--- src/rtl/mips_bus_pkg.sv ---
// Shared types for the CPU memory bus: arbiter FSM states, grant owner and the
// latched bus command, which the load/store unit also uses.
package mips_bus_pkg;

  typedef enum logic [2:0] {
    ST_IDLE,
    ST_BUSY_I,
    ST_BUSY_D,
    ST_DONE_I,
    ST_DONE_D
  } arb_state_t;

  typedef enum logic {
    GRANT_I = 1'b0,
    GRANT_D = 1'b1
  } grant_t;

  localparam logic [3:0] BYTEEN_WORD = 4'b1111;

  typedef struct packed {
    logic [31:0] addr;
    logic [31:0] wdata;
    logic [3:0]  be;
    logic        is_write;
  } bus_cmd_t;

endpackage

--- src/rtl/mips_bus_arbiter_if.sv ---
// Signal bundle between the fetch/load-store masters, the arbiter and the slave.
// The arbiter connects through the slave modport; the environment uses master.
interface mips_bus_arbiter_if;

  logic        i_read;
  logic [31:0] i_address;
  logic [31:0] i_readdata;
  logic        i_waitrequest;

  logic        d_read;
  logic        d_write;
  logic [31:0] d_address;
  logic [31:0] d_writedata;
  logic [3:0]  d_byteenable;
  logic [31:0] d_readdata;
  logic        d_waitrequest;

  logic [31:0] address;
  logic        read;
  logic        write;
  logic [31:0] writedata;
  logic [3:0]  byteenable;
  logic        waitrequest;
  logic [31:0] readdata;

  logic        bus_error;

  modport slave (
    input  i_read, i_address, d_read, d_write, d_address, d_writedata,
           d_byteenable, waitrequest, readdata,
    output i_readdata, i_waitrequest, d_readdata, d_waitrequest,
           address, read, write, writedata, byteenable, bus_error
  );

  modport master (
    output i_read, i_address, d_read, d_write, d_address, d_writedata,
           d_byteenable, waitrequest, readdata,
    input  i_readdata, i_waitrequest, d_readdata, d_waitrequest,
           address, read, write, writedata, byteenable, bus_error
  );

endinterface

--- src/rtl/bus_watchdog.sv ---
// Counts slave stall cycles of the current transaction; expires once
// TIMEOUT_CYCLES stalls have been tolerated and the slave is still stalling.
module bus_watchdog #(
  parameter int unsigned TIMEOUT_CYCLES = 255
) (
  input  logic clk,
  input  logic reset,
  input  logic start,
  input  logic stall,
  output logic expire,
  output logic error
);

  localparam logic [15:0] LIMIT = 16'(TIMEOUT_CYCLES);

  logic [15:0] cnt_q, cnt_d;
  logic        err_q, err_d;

  always_comb begin
    expire = stall && (cnt_q == LIMIT);
    cnt_d  = cnt_q;
    if (start) begin
      cnt_d = '0;
    end else if (stall && !expire) begin
      cnt_d = cnt_q + 16'd1;
    end
    err_d = err_q | expire;
  end

  always_ff @(posedge clk or posedge reset) begin
    if (reset) begin
      cnt_q <= '0;
      err_q <= 1'b0;
    end else begin
      cnt_q <= cnt_d;
      err_q <= err_d;
    end
  end

  assign error = err_q;

endmodule

--- src/rtl/mips_bus_arbiter.sv ---
// Round-robin arbiter sharing one Avalon-style bus between instruction fetch and
// load/store; one transaction in flight, registered completion per master.
module mips_bus_arbiter
  import mips_bus_pkg::*;
#(
  parameter int unsigned TIMEOUT_CYCLES = 255
) (
  input logic               clk,
  input logic               reset,
  mips_bus_arbiter_if.slave bus
);

  arb_state_t  state_q, state_d;
  grant_t      last_q, last_d;
  bus_cmd_t    cmd_q, cmd_d;
  logic [31:0] i_rdata_q, i_rdata_d;
  logic [31:0] d_rdata_q, d_rdata_d;

  logic i_req, d_req, busy;
  logic wd_start, wd_stall, wd_expire, wd_error;

  assign i_req    = bus.i_read;
  assign d_req    = bus.d_read | bus.d_write;
  assign busy     = (state_q == ST_BUSY_I) || (state_q == ST_BUSY_D);
  assign wd_stall = busy && bus.waitrequest;

  bus_watchdog #(.TIMEOUT_CYCLES(TIMEOUT_CYCLES)) u_watchdog (
    .clk    (clk),
    .reset  (reset),
    .start  (wd_start),
    .stall  (wd_stall),
    .expire (wd_expire),
    .error  (wd_error)
  );

  always_comb begin
    state_d   = state_q;
    last_d    = last_q;
    cmd_d     = cmd_q;
    i_rdata_d = i_rdata_q;
    d_rdata_d = d_rdata_q;
    wd_start  = 1'b0;
    unique case (state_q)
      ST_IDLE: begin
        // On a tie the master that did not win last time goes first.
        if (i_req && (!d_req || last_q == GRANT_D)) begin
          state_d        = ST_BUSY_I;
          last_d         = GRANT_I;
          cmd_d.addr     = bus.i_address;
          cmd_d.wdata    = '0;
          cmd_d.be       = BYTEEN_WORD;
          cmd_d.is_write = 1'b0;
          wd_start       = 1'b1;
        end else if (d_req) begin
          state_d        = ST_BUSY_D;
          last_d         = GRANT_D;
          cmd_d.addr     = bus.d_address;
          cmd_d.wdata    = bus.d_writedata;
          cmd_d.be       = bus.d_byteenable;
          cmd_d.is_write = bus.d_write;
          wd_start       = 1'b1;
        end
      end
      ST_BUSY_I: begin
        if (!bus.waitrequest) begin
          i_rdata_d = bus.readdata;
          state_d   = ST_DONE_I;
        end else if (wd_expire) begin
          i_rdata_d = '0;
          state_d   = ST_DONE_I;
        end
      end
      ST_BUSY_D: begin
        if (!bus.waitrequest) begin
          if (!cmd_q.is_write) begin
            d_rdata_d = bus.readdata;
          end
          state_d = ST_DONE_D;
        end else if (wd_expire) begin
          d_rdata_d = '0;
          state_d   = ST_DONE_D;
        end
      end
      ST_DONE_I, ST_DONE_D: state_d = ST_IDLE;
      default:              state_d = ST_IDLE;
    endcase
  end

  always_ff @(posedge clk or posedge reset) begin
    if (reset) begin
      state_q   <= ST_IDLE;
      last_q    <= GRANT_D;
      cmd_q     <= '0;
      i_rdata_q <= '0;
      d_rdata_q <= '0;
    end else begin
      state_q   <= state_d;
      last_q    <= last_d;
      cmd_q     <= cmd_d;
      i_rdata_q <= i_rdata_d;
      d_rdata_q <= d_rdata_d;
    end
  end

  // Every output comes from a register or a state decode.
  assign bus.read          = busy && !cmd_q.is_write;
  assign bus.write         = busy && cmd_q.is_write;
  assign bus.address       = cmd_q.addr;
  assign bus.writedata     = cmd_q.wdata;
  assign bus.byteenable    = cmd_q.be;
  assign bus.i_waitrequest = (state_q != ST_DONE_I);
  assign bus.d_waitrequest = (state_q != ST_DONE_D);
  assign bus.i_readdata    = i_rdata_q;
  assign bus.d_readdata    = d_rdata_q;
  assign bus.bus_error     = wd_error;

endmodule

--- src/flat_wrapper.sv ---
// flat-port wrapper written by rule: the top's interface ports become plain ports
module mips_bus_arbiter_flat import mips_bus_pkg::*;
#(
  parameter int unsigned TIMEOUT_CYCLES = 255
)
  (clk, reset, bus_i_read, bus_i_address, bus_d_read, bus_d_write, bus_d_address, bus_d_writedata, bus_d_byteenable, bus_waitrequest, bus_readdata, bus_i_readdata, bus_i_waitrequest, bus_d_readdata, bus_d_waitrequest, bus_address, bus_read, bus_write, bus_writedata, bus_byteenable, bus_bus_error);
  mips_bus_arbiter_if bus_i ();
  input logic clk;
  input logic reset;
  input wire logic [$bits(bus_i.i_read)-1:0] bus_i_read;
  input wire logic [$bits(bus_i.i_address)-1:0] bus_i_address;
  input wire logic [$bits(bus_i.d_read)-1:0] bus_d_read;
  input wire logic [$bits(bus_i.d_write)-1:0] bus_d_write;
  input wire logic [$bits(bus_i.d_address)-1:0] bus_d_address;
  input wire logic [$bits(bus_i.d_writedata)-1:0] bus_d_writedata;
  input wire logic [$bits(bus_i.d_byteenable)-1:0] bus_d_byteenable;
  input wire logic [$bits(bus_i.waitrequest)-1:0] bus_waitrequest;
  input wire logic [$bits(bus_i.readdata)-1:0] bus_readdata;
  output wire logic [$bits(bus_i.i_readdata)-1:0] bus_i_readdata;
  output wire logic [$bits(bus_i.i_waitrequest)-1:0] bus_i_waitrequest;
  output wire logic [$bits(bus_i.d_readdata)-1:0] bus_d_readdata;
  output wire logic [$bits(bus_i.d_waitrequest)-1:0] bus_d_waitrequest;
  output wire logic [$bits(bus_i.address)-1:0] bus_address;
  output wire logic [$bits(bus_i.read)-1:0] bus_read;
  output wire logic [$bits(bus_i.write)-1:0] bus_write;
  output wire logic [$bits(bus_i.writedata)-1:0] bus_writedata;
  output wire logic [$bits(bus_i.byteenable)-1:0] bus_byteenable;
  output wire logic [$bits(bus_i.bus_error)-1:0] bus_bus_error;
  assign bus_i.i_read = bus_i_read;
  assign bus_i.i_address = bus_i_address;
  assign bus_i.d_read = bus_d_read;
  assign bus_i.d_write = bus_d_write;
  assign bus_i.d_address = bus_d_address;
  assign bus_i.d_writedata = bus_d_writedata;
  assign bus_i.d_byteenable = bus_d_byteenable;
  assign bus_i.waitrequest = bus_waitrequest;
  assign bus_i.readdata = bus_readdata;
  assign bus_i_readdata = bus_i.i_readdata;
  assign bus_i_waitrequest = bus_i.i_waitrequest;
  assign bus_d_readdata = bus_i.d_readdata;
  assign bus_d_waitrequest = bus_i.d_waitrequest;
  assign bus_address = bus_i.address;
  assign bus_read = bus_i.read;
  assign bus_write = bus_i.write;
  assign bus_writedata = bus_i.writedata;
  assign bus_byteenable = bus_i.byteenable;
  assign bus_bus_error = bus_i.bus_error;
  mips_bus_arbiter #(.TIMEOUT_CYCLES(TIMEOUT_CYCLES)) u_core (.clk(clk), .reset(reset), .bus(bus_i));
endmodule
--- config.mk ---
export PLATFORM = sky130hd
export DESIGN_NAME = mips_bus_arbiter_flat
export DESIGN_NICKNAME = d
export VERILOG_FILES = /design/src/rtl/mips_bus_pkg.sv /design/src/rtl/mips_bus_arbiter_if.sv /design/src/rtl/bus_watchdog.sv /design/src/rtl/mips_bus_arbiter.sv /design/src/flat_wrapper.sv
export SDC_FILE = /design/constraint.sdc
export NUM_CORES = 1
export LEC_CHECK = 0
export CORE_ASPECT_RATIO = 0.8
export CORE_MARGIN = 1.5
export CORE_UTILIZATION = 47
export DETAILED_ROUTE_END_ITERATION = 6
export PLACE_DENSITY = 0.84
export RECOVER_POWER = 100
export REMOVE_ABC_BUFFERS = 1
export SLEW_MARGIN = 30
export SYNTH_ARGS = -nofsm -noshare
export SYNTH_HDL_FRONTEND = slang
export SYNTH_SLANG_ARGS = --single-unit
--- constraint.sdc ---
create_clock -name clk -period 12.87 [get_ports clk]
set_input_delay 3.861 -clock clk [delete_from_list [all_inputs] [get_ports clk]]
set_output_delay 3.861 -clock clk [all_outputs]
set_load 0.005 [all_outputs]
==> results.py <==
metrics = {
    "yosys": {
        "seq_area_frac_synth_pct": 55.7,
        "synth-edff-count": 0,
        "postSynth.asyncResetShare_pct": 100,
        "avgSynthCellArea_sq_um": 10.8,
        "yosys.cell_types.count": 45,
        "synth_cells": 639,
        "ys_warn_count": 0,
        "yosys_most_used_dff": "dfrtp_1",
        "syn-cell-area_sq_um": 6930,
        "ys_ff_latch": 154,
    },
    "clock_tree": {
        "postCtsHoldBufs": 0,
        "htree_levels": 4,
        "cts_setup_buffers": 0,
        "cts_buffer_depth": 2,
        "insertion_delay_ns": 0.42,
        "numCtsBuffers": 17,
        "cts_tree": "built",
        "clk_pin_slew_ns": 0.06,
        "clkSinkCount": 154,
        "root_buffer": "clkbuf_16",
        "cts_resized": 0,
    },
    "layout": {
        "instances_no_fill": 1026,
        "n_antenna_cell": 0,
        "multi_input_area_sq_um": 2330,
        "fill_cells": 1029,
        "syn2layout_area_growth_pct": 41.6,
        "layout-drive-gt1-share_pct": 5.46,
        "regArea_sq_um": 3850,
        "nets": 968,
    },
    "sta": {
        "finalMaxSlewViolations": 221,
        "worst_slack_ns": 4.84,
        "fmax_ghz": 0.125,
        "tightest_slew_ns": 3.40,
        "setup_viol_count_final": 0,
        "period_needed_ns": 8.03,
        "timing.final.hold_violations": 0,
        "period_share_pct": 62.4,
        "finalClockSkew_ns": 0.00687,
        "rsz0062_at_grt": "no",
        "slew_headroom_pct": -128,
        "setup_tns_ns": 0,
    },
    "grt": {
        "grt.met3_usage_pct": 6.49,
        "grt_max_degree": 107,
        "grt_pass1_vias": 5805,
        "met2_usage_pct": 43.0,
        "track_usage_pct": 24.5,
        "grt_pass1_wl_um": 30100,
        "gr-usage-met1_pct": 28.4,
        "antenna_found_initial": 0,
        "top_usage_layer": "met2",
        "grt_overflow": 0,
    },
    "detailed_routing": {
        "vias": 5581,
        "totalWireLength_um": 18600,
        "ant_nets": 0,
        "dr.pass1.iters": 4,
        "avgViaCountPerCell": 5.44,
        "drt_iter0_drc": 336,
        "wl_per_cell_um": 18.2,
        "drcViolationCount": 0,
    },
    "setup_path": {
        "critical_path_class": "primary input to register",
        "crit_chain": "dlygate4sd3_1 > or3_1 > nand2_1 > a21oi_1 > clkbuf_1 > a22o_1",
        "critPathBufInv": 2,
        "arrival_ns": 8.38,
        "crit_path_top_delay_cell": "nand2_1",
        "path_delay_family": "simple AND/OR/NAND/NOR gates",
        "cpPeakStageDelay_ns": 1.64,
        "r2r_setup_slack_ns": 8.25,
        "required_ns": 13.22,
        "startpoint_type": "primary input",
        "end_kind": "register",
        "path_max_fanout": 106,
    },
    "power": {
        "power.density_nw_per_um2": 222,
        "power_leakage_nw": 4.49,
        "ir_worst_vdd_mv": 0.116,
    },
    "floorplan": {
        "initial_utilization_pct": 48.3,
        "die_h_um": 112,
        "fp-row-count": 39,
        "die_area_sq_um": 15500,
        "coreArea_sq_um": 14300,
        "io_pins": 275,
        "die_w_um": 139,
    },
    "job": {
        "drv_cap": 3,
    },
    "place": {
        "place.gp.congestion": 0.799,
        "dp_cells": 993,
        "io_buffers": 274,
        "preCtsSetupSlack_ns": 6.42,
        "place_hpwl_um": 13100,
    },
    "status": {
        "status": "finished, violations left",
        "violations": "max-capacitance violations, max-slew violations",
    },
    "worst_hold_path": {
        "hp-class": "register to register",
    },
}
-- area by class of cell --
class                           count  area share [%]
Sequential cell                   154            39.3
Timing Repair Buffer              279            28.4
Multi-Input combinational cell    373            23.7
Clock buffer                       20            4.66
Tap cell                          184            2.35
Clock inverter                     12            1.40
Inverter                            4           0.166
-- logic make-up (layout without fill, tap and decap cells) --
family                   Yosys count  after routing  share of synthesized area, %
AO/OA/AOI/OAI                    165            165                          16.4
flip-flops                       154            154                          55.7
buffers and inverters            112            315                          10.7
adder cells (fa/ha/maj)            1              1                         0.181
multiplexers                      36             36                          5.20
AND/OR/NAND/NOR                  169            169                          11.7
XOR/XNOR                           2              2                         0.253
-- tightest hold or removal path: stages (launching register included) --
cell and delay [ns]:
dfstp_2 0.37, nand2_1 0.05, nand2_1 0.05
-- Yosys cell counts, types with 2 or more instances --
| library cell | n | share of area, % |
|---|---|---|
| o21ai_1 | 9 | 0.65 |
| o21a_1 | 3 | 0.33 |
| and3_1 | 3 | 0.27 |
| o22a_1 | 4 | 0.51 |
| nor3_2 | 3 | 0.43 |
| o21ai_0 | 60 | 4.3 |
| nand2b_1 | 3 | 0.27 |
| a21oi_1 | 12 | 0.87 |
| buf_4 | 71 | 7.7 |
| buf_6 | 3 | 0.49 |
| and2_1 | 2 | 0.18 |
| o221a_2 | 2 | 0.33 |
| buf_2 | 21 | 1.5 |
| mux2i_1 | 36 | 5.2 |
| clkbuf_1 | 11 | 0.60 |
| nor2_1 | 8 | 0.43 |
| nor4_2 | 2 | 0.36 |
| nand2_1 | 112 | 6.1 |
| a22o_1 | 64 | 8.1 |
| o31ai_1 | 5 | 0.54 |
| or3_1 | 6 | 0.54 |
| or4_1 | 5 | 0.54 |
| nand4_2 | 2 | 0.36 |
| nand3_1 | 7 | 0.51 |
| nor3_1 | 4 | 0.29 |
| and4_1 | 4 | 0.51 |
| dfrtp_1 | 153 | 55 |
| inv_1 | 4 | 0.22 |
| clkbuf_2 | 2 | 0.14 |
| a21o_1 | 2 | 0.22 |
| nand4_1 | 2 | 0.18 |
-- metal layers --
metal	vias to the layer above	wire, um	share of wire [%]
met5	-	0	0
met4	0	457	2.5
met3	36	1240	6.7
met2	213	9630	52
met1	2755	7290	39
li1	2577	-	-
-- through the flow --
stage               power [mW]  util (%)  hold WS (ns)  instance area, sq um
global placement          1.71      64.3         0.448                  9230
CTS                       2.27      68.6         0.462                  9840
detailed placement        1.76      64.4         0.452                  9250
global route              2.30      68.3         0.485                  9800
floorplan                 1.18         -         0.437                  6200
finish                    2.17      68.3         0.459                  9800
-- power by group --
group	switching, mW	internal [mW]	leakage (nW)	total (mW)
Sequential	0.123	0.690	1.94	0.813
Combinational	0.385	0.471	2.26	0.856
Clock	0.205	0.298	0.288	0.503
Total	0.713	1.46	4.49	2.17
-- flip-flops by register name (all words and copies together) (netlist names) --
name / cells
u_core.bus.d_readdata: 32
u_core.cmd_q: 1
u_core.bus.address: 32
u_core.u_watchdog.error: 1
u_core.u_watchdog.cnt_q: 16
u_core.bus.writedata: 32
u_core.state_q: 3
u_core.bus.byteenable: 4
u_core.last_q: 1
u_core.bus.i_readdata: 32
-- worst paths after layout --
check | to | cells past startpoint | startpoint
worst max-delay path | u_core.bus.writedata[22]$_DFFE_PP0P_ | 6 | bus_d_write
worst min-delay path | u_core.last_q$_DFFE_PP1P_ | 2 | u_core.last_q$_DFFE_PP1P_
worst max register to register | u_core.bus.writedata[22]$_DFFE_PP0P_ | 5 | u_core.state_q[0]$_DFFE_PP0P_
worst min register to register | u_core.last_q$_DFFE_PP1P_ | 2 | u_core.last_q$_DFFE_PP1P_
max in group asynchronous | u_core.bus.d_readdata[28]$_DFFE_PP0P_ | 3 | reset
min in group asynchronous | u_core.bus.address[3]$_DFFE_PP0P_ | 2 | reset
-- cell usage in the layout, fill, tap and decap left out, drive strengths merged, types with 4 or more instances in the layout --
master         Yosys  layout
inv                4       7
clkinv             0       4
nand4              4       4
o31ai              5       5
a21oi             12      12
clkbuf            13      22
nand3              7       7
and4               5       5
o21ai             69      69
or4                5       5
dfrtp            153     153
nor3               7       7
o22a               4       4
clkdlybuf4s50      0     136
mux2i             36      36
nand2            112     112
a22o              64      64
dlygate4sd3        0     138
nor2               8       8
or3                6       6
Power figures use the tool's default switching activity.
